===== src/rtl/instruction_fetch.sv =====
// Fetch stage: drives the instruction-memory address from the PC, captures read data one clock
// later and hands {instr, pc} to decode through a 2-entry FIFO with a valid/ready handshake.
module instruction_fetch #(
    parameter int unsigned       WIDTH1   = 32,
    parameter logic [WIDTH1-1:0] RESET_PC = '0,
    parameter logic [WIDTH1-1:0] PC_STEP  = WIDTH1'(1)
) (
    input  logic              clk,
    input  logic              reset,
    input  logic              en,
    input  logic              redirect,
    input  logic [WIDTH1-1:0] redirect_pc,
    output logic [WIDTH1-1:0] imem_addr,
    input  logic [WIDTH1-1:0] imem_rdata,
    output logic [WIDTH1-1:0] instr,
    output logic [WIDTH1-1:0] instr_pc,
    output logic              instr_valid,
    input  logic              instr_ready
);

    // Handshake: decode takes the head on any clock where instr_valid & instr_ready are both high;
    // the head stays stable while instr_valid is high and instr_ready is low.

    logic [WIDTH1-1:0] pc_q, pc_d;
    logic              inflight_q, inflight_d;
    logic [WIDTH1-1:0] inflight_pc_q, inflight_pc_d;
    logic [1:0]        count_q, count_d;
    logic [WIDTH1-1:0] slot0_instr_q, slot0_instr_d;
    logic [WIDTH1-1:0] slot0_pc_q, slot0_pc_d;
    logic [WIDTH1-1:0] slot1_instr_q, slot1_instr_d;
    logic [WIDTH1-1:0] slot1_pc_q, slot1_pc_d;

    logic       pop;
    logic       issue;
    logic [2:0] occupancy;
    logic [1:0] kept;

    assign imem_addr   = pc_q;
    assign instr       = slot0_instr_q;
    assign instr_pc    = slot0_pc_q;
    assign instr_valid = (count_q != 2'd0);

    assign pop  = instr_valid & instr_ready;
    assign kept = count_q - {1'b0, pop};

    // An in-flight read already owns a buffer slot, so it is counted before allowing a new issue.
    assign occupancy = {1'b0, count_q} + {2'b00, inflight_q} - {2'b00, pop};
    assign issue     = en & ~redirect & (occupancy < 3'd2);

    always_comb begin
        pc_d          = pc_q;
        inflight_d    = 1'b0;
        inflight_pc_d = inflight_pc_q;
        count_d       = count_q;
        slot0_instr_d = slot0_instr_q;
        slot0_pc_d    = slot0_pc_q;
        slot1_instr_d = slot1_instr_q;
        slot1_pc_d    = slot1_pc_q;

        if (redirect) begin
            pc_d    = redirect_pc;
            count_d = 2'd0;
        end else begin
            if (issue) begin
                inflight_d    = 1'b1;
                inflight_pc_d = pc_q;
                pc_d          = pc_q + PC_STEP;
            end
            if (pop) begin
                slot0_instr_d = slot1_instr_q;
                slot0_pc_d    = slot1_pc_q;
            end
            // The returning word lands right behind whatever survives this cycle's pop.
            if (inflight_q) begin
                if (kept == 2'd0) begin
                    slot0_instr_d = imem_rdata;
                    slot0_pc_d    = inflight_pc_q;
                end else begin
                    slot1_instr_d = imem_rdata;
                    slot1_pc_d    = inflight_pc_q;
                end
            end
            count_d = kept + {1'b0, inflight_q};
        end
    end

    always_ff @(posedge clk) begin
        if (reset) begin
            pc_q          <= RESET_PC;
            inflight_q    <= 1'b0;
            inflight_pc_q <= '0;
            count_q       <= 2'd0;
            slot0_instr_q <= '0;
            slot0_pc_q    <= '0;
            slot1_instr_q <= '0;
            slot1_pc_q    <= '0;
        end else begin
            pc_q          <= pc_d;
            inflight_q    <= inflight_d;
            inflight_pc_q <= inflight_pc_d;
            count_q       <= count_d;
            slot0_instr_q <= slot0_instr_d;
            slot0_pc_q    <= slot0_pc_d;
            slot1_instr_q <= slot1_instr_d;
            slot1_pc_q    <= slot1_pc_d;
        end
    end

endmodule

===== config.mk =====
export PLATFORM = sky130hd
export DESIGN_NAME = instruction_fetch
export DESIGN_NICKNAME = d
export VERILOG_FILES = /design/src/rtl/instruction_fetch.sv
export SDC_FILE = /design/constraint.sdc
export NUM_CORES = 1
export LEC_CHECK = 0
export ABC_CLOCK_PERIOD_IN_PS = 2800
export CAP_MARGIN = 20
export CORE_MARGIN = 3
export CORE_UTILIZATION = 46
export DETAILED_ROUTE_END_ITERATION = 10
export GPL_TIMING_DRIVEN = 0
export MAX_ROUTING_LAYER = met4
export PLACE_DENSITY = 0.76
export SLEW_MARGIN = 20
export SYNTH_ARGS = -nofsm -noshare
export SYNTH_HDL_FRONTEND = slang
export SYNTH_SLANG_ARGS = --single-unit

===== constraint.sdc =====
create_clock -name clk -period 2.8 [get_ports clk]
set_input_delay 0.56 -clock clk [delete_from_list [all_inputs] [get_ports clk]]
set_output_delay 0.56 -clock clk [all_outputs]
set_load 0.01 [all_outputs]

# Word level (Yosys, flattened, before mapping)

Index checks and enable logic that the tools add are counted.

Register bits: 195
Input bits: 69

Add/subtract/negate cells: 5
$lt $le $gt $ge: 1
Mux-type cells: 9
Bitwise gates (word level): 5
Reduce and logical (&&, ||, !) cells: 6

Operator list:

| kind                                                                         | number |
|---|---|
| 32-bit two-way mux                                                           | 8 |
| 32-bit by 1-bit adder with 32-bit output, second input constant              | 1 |
| 2-bit nonzero test                                                           | 2 |
| 2-bit by 1-bit adder with 3-bit output                                       | 1 |
| 1-bit AND                                                                    | 3 |
| 3-bit by 2-bit less-than comparator with 1-bit output, second input constant | 1 |
| 3-bit AND reduction                                                          | 1 |
| 3-bit by 1-bit subtractor with 3-bit output                                  | 1 |
| 2-bit by 1-bit adder with 2-bit output                                       | 1 |
| 2-bit zero test                                                              | 1 |
| 1-bit inverter                                                               | 2 |
| 2-bit AND reduction                                                          | 1 |
| 2-bit OR reduction                                                           | 1 |
| 2-bit by 1-bit subtractor with 2-bit output                                  | 1 |
| 1-bit two-way mux                                                            | 1 |

# Logic depth before layout (Yosys ltp)

Gate-level depths: netlist of the first run.

Depth after elaboration: 7
Gate-level depth with buffers: 11
Mapped depth without buffers: 9

# Worst setup path before layout of the first run

No wires, ideal clock.

Kind: in2reg
Start: input port instr_ready
End: register pc_q[22] (netlist: imem_addr[22])
Setup time: 0.074 ns
Data arrival time: 2.680 ns
Path slack: 0.046 ns
Cell stages on the path: 9
Buffers on the path: 0
Cells stage by stage: nand3b_1 o21ai_1 nand2_1 fa_1 xor2_1 nor3_2 nand4_2 or4_1 a31oi_1

Cells in the longest elaborated chain, start to end: 5

Ends and longest elaborated chain:

| what                                                  | RTL line | source |
|---|---|---|
| start, declared                                       | 18       | `input logic instr_ready` |
| 1-bit AND                                             | 43       | `assign pop = instr_valid & instr_ready;` |
| 3-bit by 1-bit subtractor with 3-bit output           | 47       | `assign occupancy = {1'b0, count_q} + {2'b00, inflight_q} - {2'b00, pop};` |
| 3-bit by 2-bit less-than comparator with 1-bit output | 48       | `assign issue = en & ~redirect & (occupancy < 3'd2);` |
| 1-bit AND                                             | 48       |  |
| 2-bit nonzero test (no source line)                   | --       |  |
| end signal, assigned                                  | 98       | `pc_q <= pc_d;` |
| end, declared                                         | 24       | `logic [WIDTH1-1:0] pc_q, pc_d;` |

Every way passes these cells.
A chain may end at the register's enable or synchronous reset.

# Worst setup path after layout of the first run

Start: input port redirect
End: register pc_q[22] (netlist: imem_addr[22])

Cells in the longest elaborated chain, start to end: 4
Elaborated cells between the ends (all ways): 5

Ends and longest elaborated chain:

| what                                | RTL line | source |
|---|---|---|
| start, declared                     | 11       | `input logic redirect,` |
| 1-bit inverter (no source line)     | --       |  |
| 1-bit AND (2 in a row)              | 48       |  |
| 2-bit nonzero test (no source line) | --       |  |

Parallel ways exist; a longest one is shown, timed or not.

==> results of run 1 <==
cells in the final DEF, fill, tap and decap left out, drive strengths merged, types with 6 or more instances in the layout:
cell and n:
a21oi 114, a31oi 21, and3 9, buf 18, clkbuf 85, clkdlybuf4s50 163, dfxtp 195, inv 16
nand2 229, nand3 15, nand4 6, nor2 75, nor3 68, nor4 7, o211ai 10, o21ai 11
o22ai 69, or3 9, xnor2 6
metal layers:
layer  global-route usage  part of all wire  up-vias
met5                    -                 0        -
met4                0.102             0.033        0
met3               0.0544             0.080       53
met2                0.403              0.46      358
met1                0.362              0.43     3682
li1                     -                 -     3792
timing repair:
item / CTS / global route
setup buffers: 8 / 0
hold endpoints to repair: 0 / 0
setup endpoints to repair: 95 / 180
pin swaps: 2 / 1
hold buffers: 0 / 0
gates resized for setup: 16 / 13
gates cloned: 0 / 0
cell type report:
cell class | count | area, um2 | share of cell area
Tap cell | 216 | 270 | 0.0260
Sequential cell | 195 | 3910 | 0.375
Clock inverter | 12 | 121 | 0.0117
Multi-Input combinational cell | 694 | 3590 | 0.345
Inverter | 11 | 41.3 | 0.00397
Clock buffer | 20 | 457 | 0.0439
Buffer | 74 | 310 | 0.0298
Timing Repair Buffer | 173 | 1720 | 0.165
stage by stage:
stage                     hold WS (ns)  instance area, um2
after floorplan                  0.437                7780
after global placement           0.442                9690
after detailed placement         0.447                9700
after CTS                        0.457               10400
after global routing             0.470               10400
final                            0.455               10400
cell families (layout without fill, tap and decap cells):
logic type | Yosys count | in the layout
muxes | 1 | 1
adders and majority gates | 4 | 4
DFF | 195 | 195
and+or+nand+nor | 437 | 437
buffers and inverters | 86 | 290
AOI/OAI and AO/OA | 244 | 244
xor gates and xnor gates | 8 | 8
worst min-delay path by stage:
stage | startpoint | to | slack [ns] | cells past startpoint
floorplan | slot1_instr_q[0] | slot1_instr_q[0] | 0.44 | 2
global placement | slot1_instr_q[12] | slot1_instr_q[12] | 0.44 | 2
detailed placement | slot1_instr_q[7] | slot1_instr_q[7] | 0.45 | 2
CTS | slot1_pc_q[18] | slot1_pc_q[18] | 0.46 | 2
global route | slot1_instr_q[13] | slot1_instr_q[13] | 0.47 | 2
finish | slot1_instr_q[13] | slot1_instr_q[13] | 0.46 | 2
sequential cells by signal, indices dropped and copies added, names as in the netlist:
signal,count
imem_addr,32
inflight_pc_q,32
instr,32
instr_pc,32
slot1_instr_q,32
slot1_pc_q,32
count_q,2
inflight_q,1
worst max-delay path: stages:
cell and delay [ns]:
clkdlybuf4s50_1 0.55, clkbuf_1 0.33, inv_1 0.13, clkbuf_1 0.45, clkbuf_1 0.54, o311ai_0 0.26, a31oi_1 0.18
power by group:
group / leakage [nW] / switching, mW / total, mW / internal, mW
combinational: 1.80 / 0.295 / 0.591 / 0.296
sequential: 1.58 / 0.0898 / 2.94 / 2.85
clock: 0.270 / 1.12 / 2.41 / 1.29
total: 3.65 / 1.50 / 5.95 / 4.44
==> key figures, run 1 <==
Pwr
  • Pwr Density: 571 nW/um2
  • Pwr Total: 5.95 mW
  • Maximum VDD drop: 0.000450 V
  • Static leakage: 3.65 nW

Yosys
  • Register area share after synthesis: 0.502
  • Synth cell types: 52
  • Compound-Gate Fraction of Synth Area: 0.183
  • Avg Cell Area, Syn: 7.98 um2
  • Commonest cells post-synth: nand2_1, dfxtp_1, a21oi_1
  • Cell count after synthesis: 975
  • Synth Area in Simple Gates: 0.253
  • Largest area contributor in the netlist: dfxtp_1
  • Number of synthesized register bits: 195
  • Post-synthesis xor/xnor area fraction: 0.00900
  • Async S/R FF share, synth: 0
  • Largest family of logic cells by synthesized area: simple AND/OR/NAND/NOR gates
  • Fraction of synthesized area in multiplexers: 0.00145
  • Most used DFF post-synth: dfxtp_1
  • Count leader, synth: nand2_1
  • Share of the synthesized area in the top cell type: 0.502
  • Post-Synthesis Cell Area: 7780 um2
  • Post-synth EDFFs: 0
  • Mapped Nets: 1048
  • Ys Warns: 0
  • Post-synthesis adder-cell area fraction: 0.00740
  • Synth top area cells: dfxtp_1, nand2_1, a21oi_1, o22ai_1, nor3_1

Timing
  • Slew @ Worst Pin: 0.735 ns
  • Maximum clock rate: 378 MHz
  • Slew headroom: 0.510
  • Setup TNS: 0 ns
  • Pins Over Slew Limit: 0
  • Final setup margin: 0.152 ns
  • Fin. Hold Viols: 0
  • Fin crit period: 2.65 ns
  • Tcrit/Tclk final: 0.946
  • RSZ-0062 raised after global routing: no
  • # setup viols final: 0
  • Skew final: 0.00827 ns

Final layout
  • Fin cells: 1395
  • Layout cells sized above 1: 0.0704
  • Area delta synth->final: 33.8%
  • Utilization after layout: 0.641
  • Nets@finish: 1239
  • Filler cell count: 1423
  • Ant diodes: 0

Place
  • GP Congestion: 0.929
  • Post-DP HPWL: 16700 um
  • DP Worst Slack: -1.11 ns
  • Port buffer count: 164
  • DP Cell Count: 1356

Clock network
  • Clock-pin slew on the worst setup and hold paths: 0.07 ns
  • Later-pin clock latency in the skew report: 0.44 ns
  • Clk sink count: 195
  • Clock tree buffer depth: 2
  • CTS tree: done
  • H-tree levels: 4
  • Num CTS Buffers: 17
  • Root Driver: clkbuf_16

Routing
  • Residual DRC count: 0
  • Final wirelength: 24400 um
  • Pre-antenna DRT Iters: 5
  • WL per Instance: 17.5 um
  • Routed Antenna Nets: 0
  • Avg Vias per Cell: 5.65
  • First DRT Iteration DRCs: 710
  • Via count: 7885

Floorplanning
  • Die span in y: 136 um
  • Die width: 136 um
  • Total die area: 18500 um2
  • Std cell rows: 46
  • Core ar.: 16200 um2
  • Initial core utilization: 0.479
  • Num ports: 166

Global routing
  • GRT Total Usage: 0.270
  • First-pass GRT wire length: 38300 um
  • Antenna violations before repair: 0
  • Vias in the first global route: 7335
  • Largest net degree at the start of global routing: 18
  • Total congestion overflow: 0

Worst setup path
  • Worst setup path startpoint: redirect
  • Crit path kind: primary input to flop
  • Critical Path RT: 3.16 ns
  • CP arrival: 3.01 ns
  • R2R cell count: 10
  • Crit path max fanout: 10
  • Critical path endpoint category: flop
  • Reg2reg setup slack: 0.23 ns
  • Critical R2R Launch: count_q[0]
  • Crit path to: imem_addr[22]
  • FF-to-FF End: imem_addr[10]
  • Nature of the critical path startpoint: primary input

Run
  • Max cap viols: 0

Min path
  • HP Class: flop to flop

Status
  • Status: completed
Note: power is estimated with default switching activity, not from simulation.
==> inputs of run 2 (changes only) <==
--- a/config.mk
+++ b/config.mk
@@ -11,6 +11,7 @@
 export CORE_UTILIZATION = 46
 export DETAILED_ROUTE_END_ITERATION = 10
 export GPL_TIMING_DRIVEN = 0
+export HOLD_SLACK_MARGIN = 0.08
 export MAX_ROUTING_LAYER = met4
 export PLACE_DENSITY = 0.76
 export SLEW_MARGIN = 20
==> results of run 2 <==
The final DEF is identical to that of run 1; final timing and power are the same.
==> inputs of run 3 (changes only) <==
--- a/config.mk
+++ b/config.mk
@@ -5,16 +5,14 @@
 export SDC_FILE = /design/constraint.sdc
 export NUM_CORES = 1
 export LEC_CHECK = 0
-export ABC_CLOCK_PERIOD_IN_PS = 2800
 export CAP_MARGIN = 20
-export CORE_MARGIN = 3
+export CORE_MARGIN = 5
 export CORE_UTILIZATION = 46
 export DETAILED_ROUTE_END_ITERATION = 10
 export GPL_TIMING_DRIVEN = 0
 export HOLD_SLACK_MARGIN = 0.08
 export MAX_ROUTING_LAYER = met4
 export PLACE_DENSITY = 0.76
-export SLEW_MARGIN = 20
 export SYNTH_ARGS = -nofsm -noshare
 export SYNTH_HDL_FRONTEND = slang
 export SYNTH_SLANG_ARGS = --single-unit
==> run 3 against run 2 <==
Compared with the run above: clock-buffer cell count grew 1; critical path depth is the same; worst hold slack about the same; sequential share of layout area is 0.18 points lower; combinational power is essentially flat; maximum frequency fell by 2.1%; via count is 1.4% higher; design area increased by 0.49%; register-to-register slack worse by 0.10 ns; critical path type unchanged; critical endpoint is now imem_addr[20]; largest cell class unchanged; largest power group unchanged.
==> key figures, run 3 (same netlist as run 1, synthesis figures left out) <==
Clock network
  • CTS tree: done
  • Cts-stage hold buffer count: 0
  • Num CTS Buffers: 17
  • Later-pin clock latency in the skew report: 0.44 ns
  • Root Driver: clkbuf_16
  • H-tree levels: 4
  • Clock-pin slew on the worst setup and hold paths: 0.07 ns
  • Clock tree buffer depth: 2
  • Clk sink count: 195

Worst setup path
  • Critical Path RT: 3.15 ns
  • Crit path max fanout: 10
  • Critical path endpoint category: flop
  • CP arrival: 3.06 ns
  • Nature of the critical path startpoint: primary input
  • Crit path kind: primary input to flop

Timing
  • Final setup margin: 0.0956 ns
  • Pins Over Slew Limit: 0
  • Fin. Hold Viols: 0
  • Slew headroom: 0.519
  • Slew @ Worst Pin: 0.722 ns
  • Fin crit period: 2.70 ns
  • Tcrit/Tclk final: 0.966
  • Skew final: 0.00927 ns
  • # setup viols final: 0
  • Maximum clock rate: 370 MHz
  • Setup TNS: 0 ns

Routing
  • First DRT Iteration DRCs: 665
  • Via count: 7995
  • Residual DRC count: 0
  • Pre-antenna DRT Iters: 6
  • Routed Antenna Nets: 0
  • Final wirelength: 24800 um
  • Avg Vias per Cell: 5.73
  • WL per Instance: 17.7 um

Floorplanning
  • Initial core utilization: 0.469
  • Std cell rows: 47
  • Num ports: 166
  • Die span in y: 140 um
  • Core ar.: 16600 um2
  • Die width: 140 um
  • Total die area: 19600 um2

Final layout
  • Most common cell after layout, fill and taps aside: nand2_1
  • Area delta synth->final: 34.4%
  • Ant diodes: 0
  • Utilization after layout: 0.631
  • Reg area: 3910 um2
  • Most frequent cells in the layout: nand2_1, dfxtp_1, clkdlybuf4s50_1
  • Nets@finish: 1236
  • Multi-input logic area: 3600 um2
  • Fin cells: 1396
  • Layout cells sized above 1: 0.0655
  • Filler cell count: 1459

Place
  • DP Cell Count: 1359
  • Port buffer count: 164
  • DP Worst Slack: -1.12 ns
  • GP Congestion: 0.945
  • Post-DP HPWL: 17000 um

Global routing
  • Largest net degree at the start of global routing: 17
  • Total congestion overflow: 0
  • GRT Total Usage: 0.252
  • Antenna violations before repair: 0
  • Vias in the first global route: 7533
  • First-pass GRT wire length: 39200 um

Pwr
  • Maximum VDD drop: 0.000462 V
  • Static leakage: 3.68 nW
  • P_int: 4.72 mW
  • Flop pwr share: 0.476
  • Pwr Density: 591 nW/um2
  • Pwr Total: 6.18 mW
  • Psw: 1.46 mW
  • Clock share of power: 0.428
  • Switching power share of the total: 0.236
  • Comb power frac: 0.096

Status
  • Status: completed

Run
  • Max cap viols: 0

Min path
  • HP Class: flop to flop
run 3: changes by cell type in the layout (fill, tap and decap cells not counted), moves of 2 or more:
| cell | previous run | this run |
|---|---|---|
| clkbuf_1 | 57 | 60 |
| clkbuf_2 | 7 | 2 |
| buf_2 | 7 | 9 |
| bufinv_16 | 1 | 4 |
| clkinv_4 | 0 | 2 |
| clkbuf_4 | 2 | 0 |
| clkinvlp_4 | 5 | 1 |
| inv_8 | 2 | 0 |
run 3: repair_timing:
item | 4_1_cts | 5_1_grt
setup buffers | 4 | 3
endpoints found under the setup margin | 125 | 178
resized for setup | 17 | 6
pin swaps | 2 | 2
run 3: worst max-delay path: stages:
cell and delay (ns):
clkdlybuf4s50_1 0.55, clkbuf_1 0.32, inv_1 0.13, clkbuf_1 0.48
clkbuf_1 0.56, o211ai_1 0.22, a31oi_1 0.23
run 3: power groups by stage:
stage / clock [mW] / combinational, mW / sequential [mW]
3_3_place_gp: 0 / 0.569 / 3.00
2_1_floorplan: 0 / 0.217 / 3.01
3_5_place_dp: 0 / 0.575 / 3.00
4_1_cts: 2.68 / 0.586 / 2.94
6_report: 2.65 / 0.592 / 2.94
5_1_grt: 2.78 / 0.633 / 2.95
run 3: cell type report:
| cell class | count | share of cell area |
|---|---|---|
| tap | 220 | 0.0263 |
| timing repair buffer | 171 | 0.163 |
| clock buffer | 21 | 0.0450 |
| clock inverter | 11 | 0.0165 |
| sequential | 195 | 0.373 |
| buffer | 73 | 0.0286 |
| multi-input combinational | 694 | 0.344 |
| inverter | 11 | 0.00395 |
run 3: per-layer routing:
metal  up-vias  routed length, um  GRT usage
met1      3751              10600      0.338
li1       3784                  -          -
met3        60               2070     0.0450
met2       400              11500      0.382
met5         -                  0          -
met4         0                643     0.0964
run 3: final timing paths:
path                            depth (start not counted)          start             to  slack (ns)
worst max register to register                         10     count_q[1]  imem_addr[20]        0.13
worst min-delay path                                    2  slot1_pc_q[0]  slot1_pc_q[0]        0.46
worst min register to register                          2  slot1_pc_q[0]  slot1_pc_q[0]        0.46
worst max-delay path                                    7       redirect  imem_addr[20]         0.1
run 3: metrics by stage:
step / hold WS, ns / cell area (um2)
global route: 0.475 / 10500
global placement: 0.442 / 9700
finish: 0.456 / 10500
floorplan: 0.437 / 7780
CTS: 0.456 / 10400
detailed placement: 0.447 / 9700
==> RTL change, RTL diff (flow settings as in run 1) <==
Change the parameter `WIDTH1` from 32 to 64.
--- a/src/rtl/instruction_fetch.sv
+++ b/src/rtl/instruction_fetch.sv
@@ -1,7 +1,7 @@
 // Fetch stage: drives the instruction-memory address from the PC, captures read data one clock
 // later and hands {instr, pc} to decode through a 2-entry FIFO with a valid/ready handshake.
 module instruction_fetch #(
-    parameter int unsigned       WIDTH1   = 32,
+    parameter int unsigned       WIDTH1   = 64,
     parameter logic [WIDTH1-1:0] RESET_PC = '0,
     parameter logic [WIDTH1-1:0] PC_STEP  = WIDTH1'(1)
 ) (
Ports: changed (5 resized); port bits go from 166 to 326. No check against the original RTL was run, so the function may have changed too.
==> RTL change against run 1 <==
- synthesized area rose by 110%
- sequential cell count rose by 192
- critical endpoint is now imem_addr[21]$_SDFFE_PP0P_
- the flow now finishes with violations (setup timing)
- worst setup slack got worse by 0.19 ns
- routed wire length rose by 150%
- largest cell class is now multi-input gates
- die area rose by 100%
- cell area rose by 110%
- first-iteration DRC count rose by 130%
- total power rose by 110%
- utilization fell by 0.35 points
- hold slack barely moved
- largest power group unchanged
- critical path type is now flop to flop
- sequential power rose by 100%
==> RTL change: results (changes against run 1) <==
Detailed routing
  – Routed wl met3: 5330 um (was 1950 um)
  – Met2 wire len: 27100 um (was 11100 um)
  – DRT Wirelength: 59900 um (was 24400 um)

Synth
  – Post-Synth Adder-Cell Area: 0.353% (was 0.740%)
  – Sequential share of the synthesized area: 47.5% (was 50.2%)
  – Unique masters post-synth: 53 (was 52)
  – Mux cell area share after synthesis: 0.130% (was 0.145%)

Status
  – Status: finished, violations left (was finished, final reports clean)
  – Failing checks: setup timing

Place
  – Gp weighted congestion: 1.01 (was 0.929)
  – Pre-CTS setup slack: -1.46 ns (was -1.11 ns)

Clock tree
  – H-tree depth: 2 (was 4)

STA
  – Setup violations, final: 3 (was 0)
  – Setup Skew: 0.0161 ns (was 0.00827 ns)
  – Worst-Margin Slew: 1.14 ns (was 0.735 ns)
  – PnR worst setup slack: -0.0357 ns (was 0.152 ns)

Worst hold path
  – Hold path start: slot1_instr_q[29]$_SDFFE_PP0P_ (was slot1_instr_q[13]$_SDFFE_PP0P_)
  – Endpoint, Worst Hold: slot1_instr_q[29]$_SDFFE_PP0P_ (was slot1_instr_q[13]$_SDFFE_PP0P_)

Finish
  – Layout cells sized above 1: 8.50% (was 7.04%)
  – Nets: 2753 (was 1239)

GRT
  – Met1 Resource Use GR: 39.4% (was 36.2%)
  – Antenna violations before repair: 1 (was 0)
  – Met3 Resource Use GR: 4.85% (was 5.44%)
  – Met2 Use GR: 48.6% (was 40.3%)
  – GR Util All Layers: 30.6% (was 27.0%)

Worst setup path
  – RR Endpoint: imem_addr[21]$_SDFFE_PP0P_ (was imem_addr[10]$_SDFFE_PP0P_)
  – CP arrival: 3.23 ns (was 3.01 ns)

Power and ir drop
  – Clock-net power: 5.40 mW (was 2.41 mW)
  – Sw Share: 25.0% (was 25.3%)
  – Internal power: 9.52 mW (was 4.44 mW)
[RTL change: cell count changes in the layout (fill, tap and decap cells not counted), moves of 49 or more]
cell and change:
clkdlybuf4s50_1 +159, dfxtp_1 +190, a21oi_1 +239, o22ai_1 +61, clkbuf_1 +64, nand2_1 +207
nor2_1 +355, nor3_1 -49
[RTL change: what timing repair did]
action | 4_1_cts | 5_1_grt
setup endpoints to repair | 272 | 350
pin swaps | 9 | 43
hold buffers | 0 | 0
resized for setup | 82 | 153
setup buffers | 9 | 13
gates cloned | 2 | 0
endpoints found under the hold margin | 0 | 0
[RTL change: area by class of cell]
type	count	area share, %
Tap cell	455	2.56
Clock inverter	11	0.395
Clock buffer	64	5.65
Inverter	14	0.237
Multi-Input combinational cell	1638	36.4
Sequential cell	387	34.9
Buffer	186	4.26
Antenna cell	1	0.0113
Timing Repair Buffer	347	15.6
